--- src/rtl/fetch_ctrl_pkg.sv ---
// Shared fetch-stage types: bus request/response, FSM states, PC update ops,
// and the IF/ID payload that decode consumes.
package fetch_ctrl_pkg;

  typedef logic [63:0] addr_t;
  typedef logic [31:0] inst_t;

  localparam addr_t PCINIT = 64'h0000_0000_8000_0000;

  typedef struct packed {
    logic  valid;
    addr_t addr;
  } ibus_req_t;

  typedef struct packed {
    logic  addr_ok;
    logic  data_ok;
    inst_t data;
  } ibus_resp_t;

  typedef enum logic [1:0] {
    REQ,
    DATA,
    HOLD
  } fetch_state_t;

  // Operations the PC register block can perform in one cycle.
  typedef enum logic [2:0] {
    PC_KEEP,
    PC_INCR,
    PC_REDIRECT,
    PC_KILL,
    PC_RESUME
  } pc_op_t;

  // IF/ID payload handed to decode.
  typedef struct packed {
    addr_t pc;
    inst_t inst;
    logic  misalign;
  } if_id_t;

  function automatic logic is_misaligned(addr_t a);
    return a[1:0] != 2'b00;
  endfunction

endpackage

--- src/rtl/fetch_ctrl_if.sv ---
// Instruction-bus interface: the fetch controller is the master, memory the slave.
interface fetch_ctrl_if;
  import fetch_ctrl_pkg::*;

  ibus_req_t  ireq;
  ibus_resp_t iresp;

  modport master (output ireq, input iresp);
  modport slave  (input ireq, output iresp);
endinterface

--- src/rtl/fetch_pc_reg.sv ---
// PC bookkeeping: current fetch PC, the deferred redirect target and the
// kill flag that marks an in-flight transaction as stale.
module fetch_pc_reg
  import fetch_ctrl_pkg::*;
#(
  parameter addr_t RESET_PC = PCINIT
) (
  input  logic   clk,
  input  logic   rst,
  input  pc_op_t op,
  input  addr_t  redirect_pc,
  output addr_t  pc,
  output logic   kill
);

  addr_t pend_pc;

  // Apply the selected PC operation; a kill defers the redirect until the bus completes.
  always_ff @(posedge clk or negedge rst) begin
    if (!rst) begin
      pc      <= RESET_PC;
      pend_pc <= '0;
      kill    <= 1'b0;
    end else begin
      // NOTE: sequential state uses non-blocking assignments so every register
      // samples the pre-edge values regardless of statement order.
      case (op)
        PC_INCR:     pc <= pc + 64'd4;
        PC_REDIRECT: begin
          pc   <= redirect_pc;
          kill <= 1'b0;
        end
        PC_KILL: begin
          kill    <= 1'b1;
          pend_pc <= redirect_pc;
        end
        PC_RESUME: begin
          pc   <= pend_pc;
          kill <= 1'b0;
        end
        default: ;
      endcase
    end
  end

endmodule

--- src/rtl/fetch_ctrl.sv ---
// Instruction-fetch controller: one outstanding ibus request, valid/ready
// hand-off to decode, and redirect absorption including mid-transaction.
module fetch_ctrl
  import fetch_ctrl_pkg::*;
#(
  parameter addr_t RESET_PC = PCINIT,
  parameter inst_t NOP_INST = 32'h0000_0013
) (
  input  logic  clk,
  input  logic  rst,
  fetch_ctrl_if.master ibus,
  input  logic  redirect_valid,
  input  addr_t redirect_pc,
  output logic  if_valid,
  input  logic  if_ready,
  output addr_t if_pc,
  output inst_t if_inst,
  output logic  if_misalign
);

  fetch_state_t state_q, state_d;
  pc_op_t       pc_op;
  addr_t        pc;
  logic         kill;
  inst_t        inst_q;
  logic         inst_we;
  logic         pc_misaligned;
  logic         req_valid;
  logic         in_flight;
  logic         complete;
  if_id_t       if_out;

  fetch_pc_reg #(.RESET_PC(RESET_PC)) u_pc_reg (
    .clk         (clk),
    .rst         (rst),
    .op          (pc_op),
    .redirect_pc (redirect_pc),
    .pc          (pc),
    .kill        (kill)
  );

  assign pc_misaligned = is_misaligned(pc);
  // A misaligned PC never reaches the bus; it is turned into a NOP fault in HOLD.
  assign req_valid     = (state_q == REQ) && !pc_misaligned;
  // Once valid is up the transaction is committed, so it counts as in flight.
  assign in_flight     = req_valid || (state_q == DATA);
  assign complete      = (req_valid && ibus.iresp.addr_ok && ibus.iresp.data_ok) ||
                         ((state_q == DATA) && ibus.iresp.data_ok);

  // FSM state register.
  always_ff @(posedge clk or negedge rst) begin
    if (!rst) state_q <= REQ;
    else      state_q <= state_d;
  end

  // Fetched-instruction latch.
  always_ff @(posedge clk or negedge rst) begin
    // NOTE: inst_q is a single register, not a memory array, so it is reset to
    // give a defined if_inst of zero straight out of reset.
    if (!rst)         inst_q <= '0;
    else if (inst_we) inst_q <= ibus.iresp.data;
  end

  // Next-state and PC-operation selection.
  always_comb begin
    // NOTE: every signal written here gets a default first so no latch is inferred.
    state_d = state_q;
    pc_op   = PC_KEEP;
    inst_we = 1'b0;
    if (in_flight) begin
      if (complete) begin
        if (redirect_valid) begin
          pc_op   = PC_REDIRECT;
          state_d = REQ;
        end else if (kill) begin
          pc_op   = PC_RESUME;
          state_d = REQ;
        end else begin
          inst_we = 1'b1;
          state_d = HOLD;
        end
      end else begin
        if (req_valid && ibus.iresp.addr_ok) state_d = DATA;
        if (redirect_valid)                  pc_op   = PC_KILL;
      end
    end else if (state_q == HOLD) begin
      if (redirect_valid) begin
        pc_op   = PC_REDIRECT;
        state_d = REQ;
      end else if (if_ready) begin
        pc_op   = PC_INCR;
        state_d = REQ;
      end
    end else begin
      // REQ with a misaligned PC: no bus request, present a fault instead.
      if (redirect_valid) pc_op   = PC_REDIRECT;
      else                state_d = HOLD;
    end
  end

  // valid is gated by reset so it drops the moment reset asserts.
  assign ibus.ireq = '{valid: req_valid & rst, addr: pc};

  assign if_out = '{
    pc:       pc,
    inst:     ((state_q == HOLD) && pc_misaligned) ? NOP_INST : inst_q,
    misalign: (state_q == HOLD) && pc_misaligned
  };

  assign if_valid    = (state_q == HOLD) && !redirect_valid;
  assign if_pc       = if_out.pc;
  assign if_inst     = if_out.inst;
  assign if_misalign = if_out.misalign;

endmodule

--- src/flat_wrapper.sv ---
// flat-port wrapper written by rule: the top's interface ports become plain ports
module fetch_ctrl_flat import fetch_ctrl_pkg::*;
#(
  parameter addr_t RESET_PC = PCINIT,
  parameter inst_t NOP_INST = 32'h0000_0013
)
  (clk, rst, redirect_valid, redirect_pc, if_valid, if_ready, if_pc, if_inst, if_misalign, ibus_ireq, ibus_iresp);
  fetch_ctrl_if ibus_i ();
  input  logic clk;
  input  logic rst;
  input  logic redirect_valid;
  input  addr_t redirect_pc;
  output logic if_valid;
  input  logic if_ready;
  output addr_t if_pc;
  output inst_t if_inst;
  output logic if_misalign;
  output wire logic [$bits(ibus_i.ireq)-1:0] ibus_ireq;
  input wire logic [$bits(ibus_i.iresp)-1:0] ibus_iresp;
  assign ibus_ireq = ibus_i.ireq;
  assign ibus_i.iresp = ibus_iresp;
  fetch_ctrl #(.RESET_PC(RESET_PC), .NOP_INST(NOP_INST)) u_core (.clk(clk), .rst(rst), .ibus(ibus_i), .redirect_valid(redirect_valid), .redirect_pc(redirect_pc), .if_valid(if_valid), .if_ready(if_ready), .if_pc(if_pc), .if_inst(if_inst), .if_misalign(if_misalign));
endmodule
--- config.mk ---
export PLATFORM = sky130hd
export DESIGN_NAME = fetch_ctrl_flat
export DESIGN_NICKNAME = d
export VERILOG_FILES = /design/src/rtl/fetch_ctrl_pkg.sv /design/src/rtl/fetch_ctrl_if.sv /design/src/rtl/fetch_pc_reg.sv /design/src/rtl/fetch_ctrl.sv /design/src/flat_wrapper.sv
export SDC_FILE = /design/constraint.sdc
export NUM_CORES = 1
export LEC_CHECK = 0
export BUFFER_PORTS_ARGS = -buffer_cell sky130_fd_sc_hd__buf_2
export CAP_MARGIN = 0
export CORE_AREA = 5 5 137 139
export CTS_CLUSTER_SIZE = 10
export DETAILED_ROUTE_END_ITERATION = 16
export DIE_AREA = 0 0 142 144
export PLACE_DENSITY = 0.86
export SYNTH_ARGS = -nofsm -noshare
export SYNTH_HDL_FRONTEND = slang
export SYNTH_SLANG_ARGS = --single-unit
--- constraint.sdc ---
create_clock -name clk -period 3.1 [get_ports clk]
set_clock_uncertainty 0.05 [all_clocks]
set_input_delay 0.31 -clock clk [delete_from_list [all_inputs] [get_ports clk]]
set_output_delay 0.31 -clock clk [all_outputs]
set_load 0.01 [all_outputs]
==> results.cfg <==
[yosys]
yosysTopAreaCell = dfrtp_1
synth_edf_count = 0
synth_area_leaders = dfrtp_1, mux2_2, buf_4
ys_ff_latch = 163
syn_area_per_cell_um2 = 10.2
syn_nets = 976
syn_area_um2 = 8870
syn_inst = 873
synthFlopType = dfrtp_1
ys_warn_count = 0
ys_seq_area_share_pct = 46.0
synth_top_cell_area_share_pct = 45.7
postSynth.asyncResetShare_pct = 100
ys_types = 60

[pwr]
power.switching_w = 0.00433
switching_share_pct = 39.2
p_per_area_nw_per_um2 = 1030
seq_power_share_pct = 38.5
clkPwrFrac_pct = 21.0
combPwrFrac_pct = 40.5
cellInternalPower_w = 0.00672
leakage_nw = 5.10
vdd_ir_drop_max_mv = 0.577
power.total_w = 0.0111

[cells_and_area]
final_common_cell = buf_2
nets = 1170
syn_to_final_growth_pct = 21.1
final_area_um2 = 10700
drive_above_1_share_pct = 40.7
layout_common_cells = buf_2, dfrtp_1, mux2_2, nand2_1, a21oi_1
layout.cells.non_filler = 1310

[clock_network]
cts_inserted_buffers = 17
cts_tree = built
cts_htree_levels = 4
post_cts_buffers = 0
clkTransAtPathRegs_ps = 60
cts_root_buffer = clkbuf_16
hold_buffers = 1
max-clock-path-buffers = 2
clkLatencyLatePin_ps = 430
cts.sinks = 163
cts_resized = 0

[floorplanning]
initial_utilization_pct = 50.6
fp-row-count = 49
ios = 265
die_area_um2 = 20400
die_w_um = 142
dieHeight_um = 144
core_um2 = 17500

[timing]
finalCriticalPeriod_ps = 2840
setup_violations = 0
hold_ws_ps = 35.6
slew_viol_final = 0
fin_tns_setup_ps = 0
slew_headroom_pct = 48.7
rsz0062_at_grt = no
period_share_pct = 91.6
worstMarginPinSlew_ps = 769
hold_viol = 0
fmax_mhz = 352

[critical_path]
end_kind = flip-flop
crit_arrival_ps = 3130
startpoint_type = flip-flop
critical_path_class = flip-flop to flip-flop
worstPathRequired_ps = 3390
cp_max_fo = 26

[status]
status = finished clean

[routing]
drt.antenna.violating_nets = 0
vias_per_cell = 6.11
drt_iter0_drc = 706
drtPass1Iterations = 5
dr_total_vias = 8004
drc = 0
wirelength_mm = 27.2
drt-wirelength-per-cell_um = 20.8

[placement]
globalplace.congestion = 0.952
place_inst = 1276
dpl_cell_area_um2 = 10100
port_buffers = 264
hpwlAfterDp_mm = 19.9

[flow_run]
drv_cap = 0

[grt]
antenna_found_initial = 6
grt_pass1_wl_mm = 42.8
grt.overflow.total = 0
grt_max_degree = 71
grt_use_total_pct = 26.5
grt_pass1_vias = 7899

[min_path]
hp-class = input pin to flip-flop
==> flip-flops by register name, indices dropped and copies added, names as in the netlist <==
| signal | cells |
|---|---|
| u_core.inst_q | 32 |
| u_core.u_pc_reg.kill | 1 |
| u_core.u_pc_reg.pend_pc | 64 |
| u_core.u_pc_reg.pc | 64 |
| u_core.state_q | 2 |
==> cells in the mapped netlist (4+ instances only) <==
cell type    n
a21oi_1     54
a22o_1      15
a22oi_1     48
a2bb2oi_1   18
a31oi_1     10
a41o_1       4
a41oi_1      4
and2_1       6
and3_1      11
and4_1       9
buf_2       11
buf_4       64
clkbuf_1    40
dfrtp_1    162
inv_1       10
mux2_2      96
nand2_1     61
nand3_1     29
nand4_1     17
nor2_1      40
nor2b_1     29
nor3_1      13
nor4_1       7
o21a_1       7
o21ai_0     34
o22a_1       6
o31ai_1      5
or2_2        6
or3_1        4
xnor2_1      7
xor2_1       4
==> power groups by stage <==
stage / clock network, W / registers (W) / logic (W)
2_1_floorplan: 0 / 0.00410 / 0.00309
3_3_place_gp: 0 / 0.00417 / 0.00433
3_5_place_dp: 0 / 0.00424 / 0.00447
4_1_cts: 0.00235 / 0.00421 / 0.00450
5_1_grt: 0.00245 / 0.00439 / 0.00486
6_report: 0.00233 / 0.00425 / 0.00447
==> cells by family (layout without fill, tap and decap cells) <==
family	count (synthesis)	in the layout	share of synthesized area [%]
multiplexers	96	96	12.2
adder cells (fa/ha/maj)	1	1	0.141
flip-flops	163	163	46.0
AND/OR/NAND/NOR	246	246	14.6
AO/OA/AOI/OAI	230	230	17.8
other	0	1	0
XOR/XNOR	11	11	1.09
buffers and inverters	126	333	8.19
==> critical path: stages, from the launching register on <==
cell and delay (ps):
dfrtp_1 450, or3b_2 520, a2111oi_2 540, buf_4 240, buf_4 310, a22oi_1 200
a21oi_1 210, a2bb2oi_1 210
==> per-layer routing <==
| layer | track usage, % | vias to the layer above | share of wire [%] |
|---|---|---|---|
| met3 | 8.70 | 71 | 12 |
| met1 | 33.8 | 3835 | 39 |
| li1 | - | 3561 | - |
| met2 | 42.7 | 525 | 46 |
| met5 | 0 | - | 0.32 |
| met4 | 9.34 | 12 | 2.6 |
==> through the flow <==
step	setup slack [ps]	utilization (%)
3_3_place_gp	418	57.5
3_5_place_dp	366	57.5
6_report	261	61.3
4_1_cts	293	61.3
5_1_grt	159	61.3
2_1_floorplan	487	-
==> area by class of cell <==
class | count | area, um^2
Clock buffer | 19 | 443
Antenna cell | 1 | 2.50
Timing Repair Buffer | 291 | 1570
Tap cell | 229 | 287
Inverter | 10 | 37.5
Sequential cell | 163 | 4080
Fill cell | 1457 | 6790
Multi-Input combinational cell | 584 | 4120
Clock inverter | 13 | 205
==> worst paths after layout <==
path	from	end	slack, ps	cells past startpoint
worst max-delay path	u_core.u_pc_reg.pc[1]	u_core.u_pc_reg.pc[43]	260	7
max in group asynchronous	rst	u_core.u_pc_reg.pend_pc[31]	1580	3
worst min register to register	u_core.inst_q[3]	u_core.inst_q[3]	450	1
worst min-delay path	ibus_iresp[32]	u_core.state_q[0]	40	2
min in group asynchronous	rst	u_core.u_pc_reg.pc[30]	320	2
worst max register to register	u_core.u_pc_reg.pc[1]	u_core.u_pc_reg.pc[43]	260	7
No activity file was read; power rests on OpenSTA's default activity.
